File: src/rtl/mux_gate_sched.sv
// Round-robin scheduler sharing one W-bit bank of 2:1 mux cells between N_REQ
// logic-op requesters; results return over valid/ready tagged with requester id.

module mux_gate_cell (
    input  logic i0,
    input  logic i1,
    input  logic s,
    output logic y
);
    assign y = (~s & i0) | (s & i1);
endmodule

module mux_gate_sched #(
    parameter int unsigned N_REQ = 4,
    parameter int unsigned W     = 8,
    parameter int unsigned IDW   = 2,
    parameter int unsigned CNTW  = 16
) (
    input  logic                 clk,
    input  logic                 rst_n,
    input  logic [N_REQ-1:0]     req,
    input  logic [3*N_REQ-1:0]   op,
    input  logic [W*N_REQ-1:0]   a,
    input  logic [W*N_REQ-1:0]   b,
    output logic [N_REQ-1:0]     gnt,
    output logic                 res_valid,
    input  logic                 res_ready,
    output logic [W-1:0]         res_data,
    output logic [IDW-1:0]       res_id,
    output logic                 res_err,
    output logic [CNTW-1:0]      busy_cnt
);
    localparam int unsigned OPW = 3;

    typedef enum logic [OPW-1:0] {
        OP_AND  = 3'd0,
        OP_OR   = 3'd1,
        OP_NAND = 3'd2,
        OP_NOR  = 3'd3,
        OP_XOR  = 3'd4,
        OP_XNOR = 3'd5,
        OP_NOT  = 3'd6,
        OP_ILL  = 3'd7
    } op_e;

    logic [IDW-1:0]  ptr_q, ptr_d;
    logic [IDW-1:0]  sel;
    logic            found;
    logic            free;
    logic [OPW-1:0]  sel_op;
    logic [W-1:0]    sel_a, sel_b;
    logic [W-1:0]    leg_i0, leg_i1, leg_s, mux_y;
    logic            res_valid_d, res_err_d;
    logic [W-1:0]    res_data_d;
    logic [IDW-1:0]  res_id_d;
    logic [CNTW-1:0] busy_cnt_d;

    function automatic int unsigned rr_idx(input logic [IDW-1:0] p, input int unsigned off);
        return (int'(p) + off) % N_REQ;
    endfunction

    // Combinational round-robin search starting at ptr; suppressed during reset
    always_comb begin
        free  = ~res_valid | res_ready;
        found = 1'b0;
        sel   = '0;
        if (rst_n && free) begin
            for (int unsigned i = 0; i < N_REQ; i++) begin
                if (!found && req[rr_idx(ptr_q, i)]) begin
                    found = 1'b1;
                    sel   = IDW'(rr_idx(ptr_q, i));
                end
            end
        end
        gnt = found ? (N_REQ'(1) << sel) : '0;
    end

    // Steer the granted requester's operands into the shared datapath
    always_comb begin
        sel_op = '0;
        sel_a  = '0;
        sel_b  = '0;
        for (int unsigned k = 0; k < N_REQ; k++) begin
            if (IDW'(k) == sel) begin
                sel_op = op[OPW*k +: OPW];
                sel_a  = a[W*k +: W];
                sel_b  = b[W*k +: W];
            end
        end
    end

    // Opcode to mux-leg mapping; operand A always drives the select leg
    always_comb begin
        leg_s  = sel_a;
        leg_i0 = '0;
        leg_i1 = '0;
        case (op_e'(sel_op))
            OP_AND:  begin leg_i0 = '0;     leg_i1 = sel_b;  end
            OP_OR:   begin leg_i0 = sel_b;  leg_i1 = '1;     end
            OP_NAND: begin leg_i0 = '1;     leg_i1 = ~sel_b; end
            OP_NOR:  begin leg_i0 = ~sel_b; leg_i1 = '0;     end
            OP_XOR:  begin leg_i0 = sel_b;  leg_i1 = ~sel_b; end
            OP_XNOR: begin leg_i0 = ~sel_b; leg_i1 = sel_b;  end
            OP_NOT:  begin leg_i0 = '1;     leg_i1 = '0;     end
            default: begin leg_i0 = '0;     leg_i1 = '0;     end
        endcase
    end

    for (genvar j = 0; j < W; j++) begin : g_cell
        mux_gate_cell u_cell (
            .i0 (leg_i0[j]),
            .i1 (leg_i1[j]),
            .s  (leg_s[j]),
            .y  (mux_y[j])
        );
    end

    // Next-state: a grant reloads the result slot, an accept without grant empties it
    always_comb begin
        res_valid_d = res_valid;
        res_data_d  = res_data;
        res_id_d    = res_id;
        res_err_d   = res_err;
        ptr_d       = ptr_q;
        busy_cnt_d  = busy_cnt;
        if (res_valid && res_ready) begin
            busy_cnt_d = busy_cnt + CNTW'(1);
        end
        if (found) begin
            res_valid_d = 1'b1;
            res_data_d  = (op_e'(sel_op) == OP_ILL) ? '0 : mux_y;
            res_id_d    = sel;
            res_err_d   = (op_e'(sel_op) == OP_ILL);
            ptr_d       = (sel == IDW'(N_REQ - 1)) ? '0 : sel + IDW'(1);
        end else if (res_ready) begin
            res_valid_d = 1'b0;
        end
    end

    always_ff @(posedge clk) begin
        if (!rst_n) begin
            ptr_q     <= '0;
            res_valid <= 1'b0;
            res_data  <= '0;
            res_id    <= '0;
            res_err   <= 1'b0;
            busy_cnt  <= '0;
        end else begin
            ptr_q     <= ptr_d;
            res_valid <= res_valid_d;
            res_data  <= res_data_d;
            res_id    <= res_id_d;
            res_err   <= res_err_d;
            busy_cnt  <= busy_cnt_d;
        end
    end

endmodule
File: config.mk
export PLATFORM = sky130hd
export DESIGN_NAME = mux_gate_sched
export DESIGN_NICKNAME = d
export VERILOG_FILES = /design/src/rtl/mux_gate_sched.sv
export SDC_FILE = /design/constraint.sdc
export NUM_CORES = 1
export LEC_CHECK = 0
export CAP_MARGIN = 20
export CORE_MARGIN = 2
export CORE_UTILIZATION = 45
export CTS_CLUSTER_DIAMETER = 80
export CTS_CLUSTER_SIZE = 16
export DETAILED_ROUTE_END_ITERATION = 10
export PLACE_DENSITY = 0.83
export SLEW_MARGIN = 25
export SYNTH_ARGS = -nofsm -noshare
export SYNTH_HDL_FRONTEND = slang
export SYNTH_HIERARCHICAL = 1
export SYNTH_SLANG_ARGS = --single-unit
export TNS_END_PERCENT = 50
File: constraint.sdc
create_clock -name clk -period 4.1 [get_ports clk]
set_input_delay 0.615 -clock clk [delete_from_list [all_inputs] [get_ports clk]]
set_output_delay 0.615 -clock clk [all_outputs]
set_load 0.05 [all_outputs]
==> reports/metrics.csv, run 1 <==
stage,metric,value,unit
setup_path,startpoint_type,input port,
power_and_ir_drop,p_seq_share,23.2,%
route,post_drt_wl_per_cell,15.2,um
run,max-cap-violations,0,
clocking,cts.sinks,30,
setup_path,path_class,in2reg,
timing,min_period,3900,ps
cells_and_area,n_antenna_cell,0,
grt,grt_max_degree,31,
synthesis,netlist_area,2900,sq um
worst_hold_path,hold_class,reg2reg,
route,drt_wl_total,8930,um
setup_path,worst-path-stages,17,
grt,overflow,0,
power_and_ir_drop,internal_power,842,uW
clocking,cts_tree,done,
setup_path,worst_path_largest_cell_delay,510,ps
floorplanning,die_h,84.3,um
synthesis,yosys_warnings,6,
timing,finalCritPeriodShare,95.2,%
route,drtPass1Iterations,4,
synthesis,ys_ff_latch,30,
setup_path,end_kind,flip-flop,
timing,timing_hold_violations_final,0,
synthesis,syn_nets,478,
worst_hold_path,hold_depth,2,
floorplanning,start_util,46.3,%
power_and_ir_drop,irDropWorstVdd,0.232,mV
cells_and_area,stdcell_area,4370,sq um
timing,timing.slew.headroom,39.3,%
clocking,numCtsBuffers,5,
clocking,clockBufferDepth,2,
clocking,ctsHtreeMaxLevel,2,
synthesis,ys_seq_area_share,20.7,%
outcome,status,"complete, no violations",
synthesis,netlist_top_cells_area,"dfxtp_1 (21%), o21ai_0 (6.4%), a21oi_1 (5.7%)",
grt,grt_use_total,24.9,%
timing,skew,3.67,ps
power_and_ir_drop,pwr-share-clk,17.8,%
timing,setup_violations,0,
place,place.gp.congestion,0.908,
synthesis,netlist_instances,390,
setup_path,path_buf_inv,4,
timing,setup_ws,198,ps
power_and_ir_drop,p_comb_share,58.9,%
setup_path,crit_chain,clkdlybuf4s50_1 > nand2b_1 > a21oi_1 > o21ai_0 > a221oi_2 > buf_4 > ha_1 > buf_4 > nor3b_1 > a221o_1 > buf_12 > nor3_1 > a21oi_1 > o21ai_0 > mux2_4 > nand3_1 > a21boi_0,
power_and_ir_drop,powerDensity,323,nW/um^2
route,vias_per_cell,5.83,
setup_path,cp_max_fo,19,
grt,first_global_vias,3188,
clocking,clk_pin_slew_worst_paths,70,ps
synthesis,async_flop_share,0,%
floorplanning,die_area,7110,sq um
place,placed_cell_area,4250,sq um
grt,grt_pass1_wl,14800,um
power_and_ir_drop,swShare,40.4,%
synthesis,yosys.area.top_type_share,20.7,%
route,drc_errors,0,
power_and_ir_drop,netSwitchingPower,571,uW
setup_path,crit_required,4320,ps
floorplanning,fp-row-count,29,
place,io_buffer_count,114,
place,place_ws,-247,ps
clocking,clock-root-buffer,clkbuf_8,
cells_and_area,num-nets-final,597,
cells_and_area,syn_to_final_growth,50.6,%
clocking,ctsHoldBuffers,0,
synthesis,synth.largest_area_cell,dfxtp_1,
cells_and_area,nFillCells,510,
synthesis,synth-main-ff-cell,dfxtp_1,
synthesis,synth_common_cells,"nand2_1 (37), o21ai_0 (37), a21oi_1 (33)",
power_and_ir_drop,p_leak,1.59,nW
setup_path,arrival,4120,ps
synthesis,synth.avg_cell_area,7.45,sq um
place,dp_hpwl,7080,um
setup_path,cp_slowest_cell,clkdlybuf4s50_1,
synthesis,synth_edf_count,0,
timing,final-max-slew-violation-count,0,
grt,antenna_found_initial,0,
route,num_vias,3420,
synthesis,yosysUniqueCellTypes,53,
cells_and_area,drive_gt1_share,13.9,%
floorplanning,fp.dieW,84.3,um
timing,max_freq,0.256,GHz
route,antenna_left,0,
floorplanning,boundaryPins,115,
floorplanning,design.core.area,6280,sq um
setup_path,reg2regPathDepth,16,
timing,worst_pin_slew,907,ps
route,drt_iter0_drc,125,
setup_path,cp_top_family,compound AO/OA/AOI/OAI gates,
clocking,clock_latency,290,ps
power_and_ir_drop,p_total,1.41,mW
[sequential cells by signal, summed over array words and instances (netlist names)]
register,count
res_valid,1
res_id,2
busy_cnt,16
res_err,1
ptr_q,2
res_data,8
[power groups by stage]
stage / clock network [mW] / registers (mW) / logic (mW)
after floorplan: 0 / 0.397 / 0.493
after global placement: 0 / 0.334 / 0.799
after detailed placement: 0 / 0.335 / 0.816
after CTS: 0.257 / 0.328 / 0.819
after global routing: 0.274 / 0.332 / 0.904
final: 0.252 / 0.328 / 0.833
[per-stage QoR]
stage / instances / setup TNS [ps] / hold WS (ps) / utilization [%]
floorplan: 390 / 0 / 464 / -
global placement: 579 / -318 / 453 / 67.6
detailed placement: 579 / -1500 / 457 / 67.6
CTS: 587 / 0 / 466 / 69.1
global route: 587 / -28.9 / 499 / 69.7
finish: 587 / 0 / 468 / 69.7
[worst reg2reg max path, stage by stage (launching register included)]
cell	delay, ps
dfxtp_1	380
nand2b_1	120
nand2_1	70
or2_1	240
a211oi_2	290
buf_4	180
ha_1	320
buf_4	190
nor3b_1	60
a221o_1	300
buf_12	170
nor3_1	280
a21oi_1	80
o21ai_0	200
mux2_4	180
nand3_1	50
a21boi_0	180
[final cells by class]
type / count / area [sq um] / area share [%]
Clock inverter: 2 / 12.5 / 0.286
Clock buffer: 6 / 82.6 / 1.89
Inverter: 9 / 33.8 / 0.772
Tap cell: 77 / 96.3 / 2.20
Timing Repair Buffer: 143 / 1390 / 31.7
Sequential cell: 30 / 601 / 13.7
Multi-Input combinational cell: 320 / 2160 / 49.4
[cell families (layout without fill, tap and decap cells)]
| group | after synthesis | in the layout | synth area share, % |
|---|---|---|---|
| compound gates | 154 | 154 | 37.0 |
| simple gates | 137 | 137 | 24.8 |
| buf+inv | 40 | 160 | 6.25 |
| flops | 30 | 30 | 20.7 |
| xor+xnor | 12 | 12 | 3.62 |
| fa+ha+maj | 9 | 9 | 3.53 |
| mux | 8 | 8 | 4.14 |
[final timing paths]
kind	start	end	slack (ps)
min	res_data[2]	res_data[2]	470
max	req[0]	res_data[2]	200
max reg2reg	res_valid	res_data[2]	740
min reg2reg	res_data[2]	res_data[2]	470
[per-layer routing]
| layer | GRT usage, % | wire, um | vias to the layer above |
|---|---|---|---|
| met4 | 7.36 | 129 | 0 |
| li1 | - | - | 1700 |
| met5 | 0 | 0 | - |
| met3 | 3.05 | 474 | 12 |
| met2 | 44.0 | 4470 | 137 |
| met1 | 31.8 | 3860 | 1571 |
[repair_timing]
action | 4_1_cts | 5_1_grt
endpoints found under the setup margin | 0 | 8
setup buffers | 0 | 0
resized for setup | 0 | 9
[placed cells by master, fill, tap and decap left out, types with 3 or more instances in the layout]
master	count
xnor2_1	7
clkdlybuf4s50_1	110
buf_12	3
a2111oi_2	3
a2111oi_0	3
a22oi_1	9
buf_4	30
nand3_1	13
o211ai_1	9
mux2_4	8
a31oi_1	4
or3_1	3
o221ai_1	3
clkbuf_8	6
nor4_1	5
a221o_1	9
a21oi_1	33
nor3_1	12
o21ai_0	37
inv_1	9
a21boi_0	11
xor2_1	5
maj3_1	4
a211oi_1	4
ha_1	3
nand2_1	37
nor2_1	17
and2_1	16
a221oi_1	7
o21a_1	8
dfxtp_1	30
nand2b_1	12
(Power assumes the default switching activity.)
==> inputs of run 2 (changes only) <==
TNS_END_PERCENT = 10   (was 50)
==> run 2 against run 1 <==
Against the previous run: critical path depth is 1 lower; combinational power hardly changed; sequential share of layout area hardly changed; setup slack worse by 25 ps.
==> reports/metrics.csv, run 2 (synthesis results as in run 1) <==
stage,metric,value,unit
clocking,ctsHoldBuffers,0,
grt,grt_pass1_wl,14800,um
cells_and_area,largest_reg_flops,16,
clocking,clock_latency,290,ps
setup_path,path_class,in2reg,
place,place.gp.congestion,0.908,
timing,timing.slew.headroom,39.7,%
place,placed_cells,579,
cells_and_area,top_regs,"busy_cnt (16), res_data (8)",
setup_path,cp_max_fo,14,
timing,finalSetupTns,0,ps
timing,setup_violations,0,
power_and_ir_drop,p_seq_share,23.2,%
route,drt_iter0_drc,136,
cells_and_area,n_antenna_cell,0,
setup_path,crit_required,4310,ps
clocking,numCtsBuffers,5,
route,post_drt_wl_per_cell,15.2,um
outcome,status,"complete, no violations",
setup_path,crit_chain,clkdlybuf4s50_1 > nand2b_1 > a21oi_1 > o21ai_0 > a221oi_2 > buf_4 > ha_1 > nand2b_1 > buf_4 > o21a_1 > nand2_1 > maj3_1 > o21ai_0 > mux2_4 > nand3_1 > a21boi_0,
place,placed_cell_area,4250,sq um
power_and_ir_drop,p_total,1.41,mW
clocking,clockBufferDepth,2,
timing,finalCritPeriodShare,95.8,%
route,vias_per_cell,5.81,
floorplanning,die_area,7110,sq um
grt,antenna_found_initial,0,
cells_and_area,final_common_cell,clkdlybuf4s50_1,
cells_and_area,stdcell_area,4370,sq um
power_and_ir_drop,swShare,40.4,%
setup_path,worst_path_largest_cell_delay,490,ps
cells_and_area,mostFrequentLayoutCells,"clkdlybuf4s50_1 (110), nand2_1 (37), o21ai_0 (37)",
clocking,clk_pin_slew_worst_paths,70,ps
floorplanning,die_h,84.3,um
timing,timing_hold_violations_final,0,
route,antenna_left,0,
clocking,ctsHtreeMaxLevel,2,
grt,grt_use_total,24.9,%
grt,grt_max_degree,31,
cells_and_area,nFillCells,513,
power_and_ir_drop,internal_power,841,uW
worst_hold_path,hold_class,reg2reg,
route,drtPass1Iterations,5,
setup_path,rr_startpoint,res_valid,
route,drc_errors,0,
timing,final-max-slew-violation-count,0,
floorplanning,fp-row-count,29,
grt,overflow,0,
floorplanning,start_util,46.3,%
floorplanning,design.core.area,6280,sq um
setup_path,end_kind,flip-flop,
place,dp_hpwl,7080,um
grt,first_global_vias,3188,
power_and_ir_drop,netSwitchingPower,571,uW
route,num_vias,3409,
cells_and_area,regMostFlops,busy_cnt,
clocking,post_cts_buffers,0,
timing,skew,3.14,ps
timing,rsz0062_at_grt,yes,
clocking,cts_resized,0,
power_and_ir_drop,pwr-share-clk,17.8,%
power_and_ir_drop,irDropWorstVdd,0.232,mV
power_and_ir_drop,powerDensity,324,nW/um^2
power_and_ir_drop,p_leak,1.59,nW
cells_and_area,syn_to_final_growth,50.3,%
clocking,cts_tree,done,
cells_and_area,num-nets-final,597,
cells_and_area,finalNonFillerCells,587,
floorplanning,fp.dieW,84.3,um
floorplanning,boundaryPins,115,
place,io_buffer_count,114,
setup_path,arrival,4140,ps
clocking,clock-root-buffer,clkbuf_8,
cells_and_area,drive_gt1_share,13.5,%
run,max-cap-violations,0,
timing,min_period,3930,ps
setup_path,crit_path_start,req[0],
worst_hold_path,hp-start,res_data[2],
power_and_ir_drop,p_comb_share,58.9,%
route,drt_wl_total,8940,um
clocking,cts.sinks,30,
setup_path,startpoint_type,input port,
timing,max_freq,0.255,GHz
setup_path,cp_slowest_cell,clkdlybuf4s50_1,
timing,worst_pin_slew,901,ps
timing,hold_slack,468,ps
## run 2: cell count changes in the layout (fill, tap and decap cells not counted)
cell	before	now
nand2b_2	1	0
nand2b_1	12	13
nor4_1	5	6
nor4_2	1	0
## run 2: per-stage QoR
step | util, % | setup WS (ps)
after global placement | 67.6 | -53.4
final | 69.5 | 173
after floorplan | - | 523
after CTS | 69.1 | 20.7
after detailed placement | 67.6 | -247
after global routing | 69.5 | -20.7
## run 2: final timing paths
| kind | end | slack (ps) | cells past startpoint |
|---|---|---|---|
| worst max register to register | res_data[0] | 690 | 15 |
| worst min-delay path | res_data[2] | 470 | 2 |
| worst max-delay path | res_data[0] | 170 | 16 |
| worst min register to register | res_data[2] | 470 | 2 |
## run 2: layout make-up
type	instances	area (sq um)	area share, %
Tap cell	77	96.3	2.21
Inverter	9	33.8	0.774
Clock buffer	6	82.6	1.89
Sequential cell	30	601	13.8
Clock inverter	2	12.5	0.287
Timing Repair Buffer	143	1390	31.8
Multi-Input combinational cell	320	2150	49.3
## run 2: routing by layer
| layer | GRT usage (%) | up-vias | wire [um] |
|---|---|---|---|
| li1 | - | 1705 | - |
| met1 | 31.8 | 1548 | 3920 |
| met2 | 44.0 | 142 | 4430 |
| met3 | 3.05 | 14 | 456 |
| met4 | 7.36 | 0 | 136 |
| met5 | 0 | - | 0 |
## run 2: worst max-delay path: cells and delay by family
| family | cells | cell delay (ps) |
|---|---|---|
| buffers and inverters | 3 | 920 |
| muxes | 1 | 160 |
| adders and majority gates | 2 | 660 |
| AOI/OAI and AO/OA | 6 | 1130 |
| and+or+nand+nor | 4 | 660 |
## run 2: power groups by stage
stage / registers [mW] / logic (mW) / clock network [mW]
floorplan: 0.397 / 0.493 / 0
detailed placement: 0.335 / 0.816 / 0
global route: 0.332 / 0.903 / 0.274
finish: 0.328 / 0.832 / 0.252
global placement: 0.334 / 0.799 / 0
CTS: 0.328 / 0.819 / 0.257
